**src/rtl/pokey_pcm_decimator.sv**
```systemverilog
// PWM-to-PCM decimator: counts high cycles of the mixer PWM per window, scales
// each window count to OUT_W bits and queues it in a small valid/ready FIFO.
module pokey_pcm_decimator #(
  parameter int LOG2_DECIM = 6,
  parameter int OUT_W      = 16,
  parameter int FIFO_DEPTH = 4,
  parameter bit SIGNED_OUT = 1'b0
) (
  input  logic                          clk_i,
  input  logic                          clr_i,
  input  logic                          pwmIn_i,
  output logic [OUT_W-1:0]              sampleData_o,
  output logic                          sampleValid_o,
  input  logic                          sampleReady_i,
  output logic [$clog2(FIFO_DEPTH):0]   fifoCount_o,
  output logic                          overflow_o
);

  localparam int PTR_W = $clog2(FIFO_DEPTH);
  localparam int CNT_W = PTR_W + 1;
  localparam int PAD_W = OUT_W - LOG2_DECIM;

  logic [LOG2_DECIM-1:0]              win_q, win_d, acc_q, acc_d;
  logic [LOG2_DECIM:0]                sum;
  logic                               win_end;
  logic [OUT_W-1:0]                   scaled, sample;

  logic [FIFO_DEPTH-1:0][OUT_W-1:0]   mem_q;
  logic [PTR_W-1:0]                   wr_q, wr_d, rd_q, rd_d;
  logic [CNT_W-1:0]                   cnt_q, cnt_d;
  logic                               ovf_q, ovf_d;
  logic                               full, empty, pop, wr_en;

  assign win_end = &win_q;
  assign sum     = {1'b0, acc_q} + {{LOG2_DECIM{1'b0}}, pwmIn_i};
  assign win_d   = win_q + 1'b1;
  assign acc_d   = win_end ? '0 : sum[LOG2_DECIM-1:0];

  // A full window of highs cannot be represented by the shift, so it saturates.
  always_comb begin
    if (sum[LOG2_DECIM]) scaled = '1;
    else                 scaled = {sum[LOG2_DECIM-1:0], {PAD_W{1'b0}}};
    sample = scaled;
    if (SIGNED_OUT) sample[OUT_W-1] = ~scaled[OUT_W-1];
  end

  assign full  = (cnt_q == CNT_W'(FIFO_DEPTH));
  assign empty = (cnt_q == '0);
  assign pop   = !empty && sampleReady_i;
  // When full, a same-edge pop frees the head slot, which is the write slot.
  assign wr_en = win_end && (!full || pop);

  assign wr_d  = wr_en ? wr_q + 1'b1 : wr_q;
  assign rd_d  = pop   ? rd_q + 1'b1 : rd_q;
  assign cnt_d = cnt_q + CNT_W'(wr_en) - CNT_W'(pop);
  assign ovf_d = ovf_q || (win_end && full && !pop);

  always_ff @(posedge clk_i) begin
    if (clr_i) begin
      win_q <= '0;
      acc_q <= '0;
      wr_q  <= '0;
      rd_q  <= '0;
      cnt_q <= '0;
      ovf_q <= 1'b0;
      mem_q <= '0;
    end else begin
      win_q <= win_d;
      acc_q <= acc_d;
      wr_q  <= wr_d;
      rd_q  <= rd_d;
      cnt_q <= cnt_d;
      ovf_q <= ovf_d;
      if (wr_en) mem_q[wr_q] <= sample;
    end
  end

  assign sampleValid_o = !empty;
  assign sampleData_o  = empty ? '0 : mem_q[rd_q];
  assign fifoCount_o   = cnt_q;
  assign overflow_o    = ovf_q;

endmodule
```
**config.mk**
```make
export PLATFORM = sky130hd
export DESIGN_NAME = pokey_pcm_decimator
export DESIGN_NICKNAME = d
export VERILOG_FILES = /design/src/rtl/pokey_pcm_decimator.sv
export SDC_FILE = /design/constraint.sdc
export NUM_CORES = 1
export LEC_CHECK = 0
export BUFFER_PORTS_ARGS = -buffer_cell sky130_fd_sc_hd__buf_2
export CAP_MARGIN = 20
export CORE_UTILIZATION = 55
export CTS_CLUSTER_DIAMETER = 30
export CTS_CLUSTER_SIZE = 8
export DETAILED_ROUTE_END_ITERATION = 12
export GPL_TIMING_DRIVEN = 0
export PLACE_DENSITY = 0.73
export SLEW_MARGIN = 20
export SYNTH_ARGS = -nofsm -noshare
export SYNTH_HDL_FRONTEND = slang
export SYNTH_SLANG_ARGS = --single-unit
```
**constraint.sdc**
```tcl
create_clock -name clk_i -period 4.3 [get_ports clk_i]
set_input_delay 0.215 -clock clk_i [delete_from_list [all_inputs] [get_ports clk_i]]
set_output_delay 0.215 -clock clk_i [all_outputs]
set_load 0.02 [all_outputs]
```
; Word level (Yosys, flattened, before mapping)
; Index checks and enable logic that the tools add are counted.
[word_totals]
word_cells = 40
regBits = 84
input_bits = 4
out_inout_bits = 21
[classes]
reduce_logical = 13
add_sub_neg = 6
muxes = 7
order_cmp = 3
n_eq_ne = 1
[ops]
columns = op, n
row1 = bitwise mux 64 bit, 1
row2 = 2-to-1 mux 16 bit, 4
row3 = binary-select mux 16 bit (select 2 bit), 1
row4 = demux 16 bit (select 2 bit), 1
row5 = adder 6 x 1 -> 7 bit, 1
row6 = adder 6 x 1 -> 6 bit (second input constant), 1
row7 = less-than comparator 2 x 3 -> 1 bit (second input constant), 2
row8 = AND reduction 6 bit, 1
row9 = logical AND 1 bit, 5
row10 = adder 2 x 1 -> 2 bit (second input constant), 2
row11 = adder 3 x 1 -> 3 bit, 1
row12 = == test 3 bit (second input constant), 1
row13 = logical NOT 1 bit, 3
row14 = logical NOT 3 bit, 1
row15 = subtractor 3 x 1 -> 3 bit, 1
row16 = greater-or-equal comparator 2 x 1 -> 1 bit (second input constant), 1
row17 = logical OR 1 bit, 2
row18 = OR reduction 2 bit, 1

; Depth between registers and ports, before layout
[logic_depth]
word_depth = 7
ltp_mapped = 11
ltp_nobuf = 10

; Worst setup path before layout
; OpenSTA, ideal clock, no wires.
[synth_timing]
path_type = register to register
from = register cnt_q[1], in the netlist fifoCount_o[1]
to = register cnt_q[2], in the netlist fifoCount_o[2]
required_time_ns = 4.172
synth_period_minus_slack_ns = 2.660
setup_time_ns = 0.128
n_path_buf = 1
arrival_ns = 2.532
setup_slack_ns = 1.640
path_stages_with_launch = 11
cell_sequence = dfxtp_1 -> or3_2 -> clkbuf_1 -> and2_1 -> ha_1 -> inv_1 -> ha_1 -> fa_1 -> xnor2_1 -> xnor2_1 -> nor2_1
[synth_between]
elab_chain_len = 7
elab_cells_between_ends = 9
cone_classes = 2 x add/sub / 1 x eq/ne / 6 x reduce/logical
[synth_rtl]
columns = item, line_no
row1 = "start, declared", 30  ; logic [CNT_W-1:0] cnt_q, cnt_d;
row2 = "start signal, assigned", 72  ; cnt_q <= cnt_d;
row3 = logical NOT 3 bit (*), 48  ; assign empty = (cnt_q == '0);
row4 = logical NOT 1 bit (*), -
row5 = net sampleValid_o, 13  ; output logic sampleValid_o,
row6 = logical AND 1 bit (*), 49  ; assign pop = !empty && sampleReady_i;
row7 = net pop, 32  ; logic full, empty, pop, wr_en;
row8 = logical OR 1 bit, 51  ; assign wr_en = win_end && (!full || pop);
row9 = logical AND 1 bit, 51
row10 = adder 3 x 1 -> 3 bit, 55  ; assign cnt_d = cnt_q + CNT_W'(wr_en) - CNT_W'(pop);
row11 = subtractor 3 x 1 -> 3 bit (*), 55
; Mark *: on every way through the listed nets, which the timed path passes. The rest lies on a longest branch.
; A chain may end at the register's enable or synchronous reset.

; Worst setup path after layout
[layout_timing]
from = register win_q[0]
to = register cnt_q[2], in the netlist fifoCount_o[2]
[layout_between]
elab_chain_len = 4
[layout_rtl]
columns = item, line_no
row1 = "start, declared", 23  ; logic [LOG2_DECIM-1:0] win_q, win_d, acc_q, acc_d;
row2 = "start signal, assigned", 68  ; win_q <= win_d;
row3 = AND reduction 6 bit, 34  ; assign win_end = &win_q;
row4 = logical AND 1 bit, 51
row5 = adder 3 x 1 -> 3 bit, 55
row6 = subtractor 3 x 1 -> 3 bit, 55
; No other way between the ends.

==> metrics.txt <==
status finished, final reports clean; Worst Setup SP win_q[0]; largest net degree at the start of global routing 16; Final Hold Viols 0; PwrDens just under 400 nW/um^2; synth top area cells dfxtp_1, nor2_1, mux4_2, a211oi_1, ha_1; Cell Count Post-Placement 297; Power Total between 1 and 1.5 mW; mapped cell area roughly 2300 um^2; fmax about 360 MHz; WS Path Type flip-flop to flip-flop; most common flop cell mapped by yosys dfxtp_1; # port buffers 23; worst vdd ir 0.265 mV; worst hold path type input port to flip-flop; hold buffers post-CTS 0; antenna violations before repair 0; global-route wire length before repair approximately 6500 um; setup TNS 0 ns; CTS resizes 0; # diodes 0; post-route ant nets 0; number of synthesized flops with an enable pin 0; Crit path depth 11; Final Worst Setup Slack ~1.5 ns; Setup violations, final 0; Crit Path Max Fanout 5; Tightest Pin Transition a little under 0.7 ns; clock share of power between 20 and 30%; P_int ~0.70 mW; Yosys cell types 31; Routed WL per cell approximately 13 um; Worst EP required about 4.5 ns; compound-gate portion of the synthesized area 8.90%; Root Buffer clkbuf_8; Slew Limit Fails 0; Die Area between 4000 and 5000 um^2; Setup Skew around 0.0063 ns; area of the multi-input gates about 1200 um^2; R2R cell count 11; Reg area about 960 um^2; Clk pin slew, worst setup/hold paths around 0.090 ns; cell with the most instances after synthesis dfxtp_1; DP HPWL just under 3000 um; vias in the first global route roughly 1400; end of the worst register-to-register path fifoCount_o[2]; post-synthesis xor/xnor area fraction under 10%; Initial Util between 50 and 60%; CTS Buf Count 5; CTS H-Tree Depth 2; FF+latch count, synth 48; num rows 23; crit path capture type flip-flop; combinational power share 23.4%; worst setup path endpoint fifoCount_o[2]; simple-gate area share of the yosys netlist between 20% and 30%; Std-Cell Core Area just over 4000 um^2; largest family of logic cells by synthesized area simple AND/OR/NAND/NOR gates; clk buf depth 2; top cell type by total area after synthesis dfxtp_1; Skew-Pair Late Insertion Delay about 0.31 ns; TritonRoute pass-1 iters 4; GRT overflow 0; Pleak between 0.9 and 1 nW; remaining routing DRC violations 0; synth warn 0; setup bufs post-CTS 0; via-per-instance ratio between 5 and 6; fill count ~360; crit path launch type flip-flop; Tot GR Track Use roughly a fifth; Synth Instances 224; worst-path cell with the longest stage delay or3_1; Die Height 66.9 um; Nets ~270; Hold WS 0.255 ns; Post-Syn Area per Cell about 10 um^2; delay-heaviest family, CP adder cells; Post-Synth Adder-Cell Area 5.72%; Layout Cells excl Fill roughly 310; Min Clock Period, post-route 2.77 ns; IO Count 25; via count around 1600; top cell type's share of synthesized area around two fifths; maxcap violations 0; Tcrit/Tclk final between 60% and 70%; die width approximately 67 um; share of cells above drive strength 1 between 20% and 30%; Initial DRC Count 63; Switching Share 30.9%; Seq/Total Area, Yosys 41.4%; Setup Slack @ Placement about 1.5 ns; WP buf/inv 2; synthesized net count about 240; gpl congestion 0.739; CTS Sinks 48; Routed WL 4030 um; WP data arrival 2.95 ns; top cells by count, synth dfxtp_1, nor2_1, a211oi_1; most frequent CP cell ha_1; mux contribution to synthesized area about 11%; Seq pwr share roughly half; R2R Path Start win_q[0]; slew margin rel. about 53%; ys async rst share 0%; NetSw ~0.31 mW; RSZ-0062 raised after global routing false; Area Overhead vs Synth 11.9%; CTS tree built; reg2reg setup slack about 1.5 ns; largest stage delay on the critical path 0.39 ns; crit-path cells ha_1 -> nand4_4 -> or3_1 -> buf_4 -> ha_1 -> inv_1 -> ha_1 -> fa_1 -> xnor2_1 -> xnor2_1 -> nor2_1
==> layout by cell type, fill, tap and decap left out <==
cell        instances
a21oi_1             2
nor2_1             44
clkinvlp_4          2
buf_6               4
ha_1                9
or3_1               2
o21ai_0             1
xor2_1              4
mux2i_1             9
o21a_1              2
buf_4              10
and2_1             13
clkbuf_1            7
nand4_4             1
nand3_1             6
nor3_1              2
xnor2_1             7
dfxtp_1            48
nand2_1             4
a211oi_2            4
buf_2              24
nor4_4              2
nor2b_1             3
nor4b_4             3
mux4_2              7
mux2_2              1
or3_2               1
a211oi_1           16
inv_1               8
nand2b_1            1
fa_1                1
a31oi_1             1
clkbuf_8            6
==> sequential cells by signal, summed over array words and instances, names as in the netlist <==
signal and flops:
mem_q 28, rd_q 2, acc_q 6, overflow_o 1
win_q 6, wr_q 2, fifoCount_o 3
==> how the worst min path moves through the flow <==
stage / from / end / slack [ns] / depth (start not counted)
final: clr_i / win_q[1] / 0.26 / 2
after global routing: clr_i / win_q[1] / 0.26 / 2
after CTS: clr_i / win_q[1] / 0.25 / 2
after detailed placement: win_q[0] / win_q[0] / 0.45 / 1
after global placement: win_q[0] / win_q[0] / 0.43 / 1
after floorplan: win_q[0] / win_q[0] / 0.42 / 1
==> final cells by class <==
cell class	count	share of cell area, %
tap	50	2.41
buffer	22	5.84
clock inverter	2	0.579
timing repair buffer	23	4.44
sequential	48	37.0
multi-input combinational	146	45.3
clock buffer	6	3.18
inverter	8	1.16
==> power groups by stage <==
stage                     combinational [mW]  sequential (mW)  clock, mW
after global placement                 0.233            0.499          0
after global routing                   0.264            0.494      0.313
final                                  0.235            0.490      0.281
after CTS                              0.238            0.490      0.292
after detailed placement               0.236            0.501          0
after floorplan                        0.166            0.511          0
==> cells by family (layout without fill, tap and decap cells) <==
family,count (synthesis),count (layout)
adders and majority gates,10,10
muxes,17,17
buffers and inverters,30,61
AOI/OAI and AO/OA,26,26
DFF,48,48
and+or+nand+nor,82,82
xor gates and xnor gates,11,11
==> per-layer routing <==
metal	vias up	GRT usage (%)	routed length, um
met2	27	31.4	1830
met1	710	26.0	2000
met3	6	5.65	148
met5	-	0	0
li1	822	-	-
met4	0	7.18	61
==> worst register-to-register path, cell delays in order, from the launching register on <==
cell and delay, ns:
dfxtp_1 0.36, ha_1 0.28, nand4_4 0.22, or3_1 0.39, buf_4 0.16, ha_1 0.27, inv_1 0.04, ha_1 0.18
fa_1 0.38, xnor2_1 0.19, xnor2_1 0.14, nor2_1 0.05
==> per-stage QoR <==
| step | util [%] | cell area, um^2 |
|---|---|---|
| after CTS | 64.4 | 2590 |
| after floorplan | - | 2320 |
| after global routing | 64.4 | 2590 |
| after global placement | 62.0 | 2500 |
| after detailed placement | 62.0 | 2500 |
| final | 64.4 | 2590 |
Power figures use the tool's default switching activity.
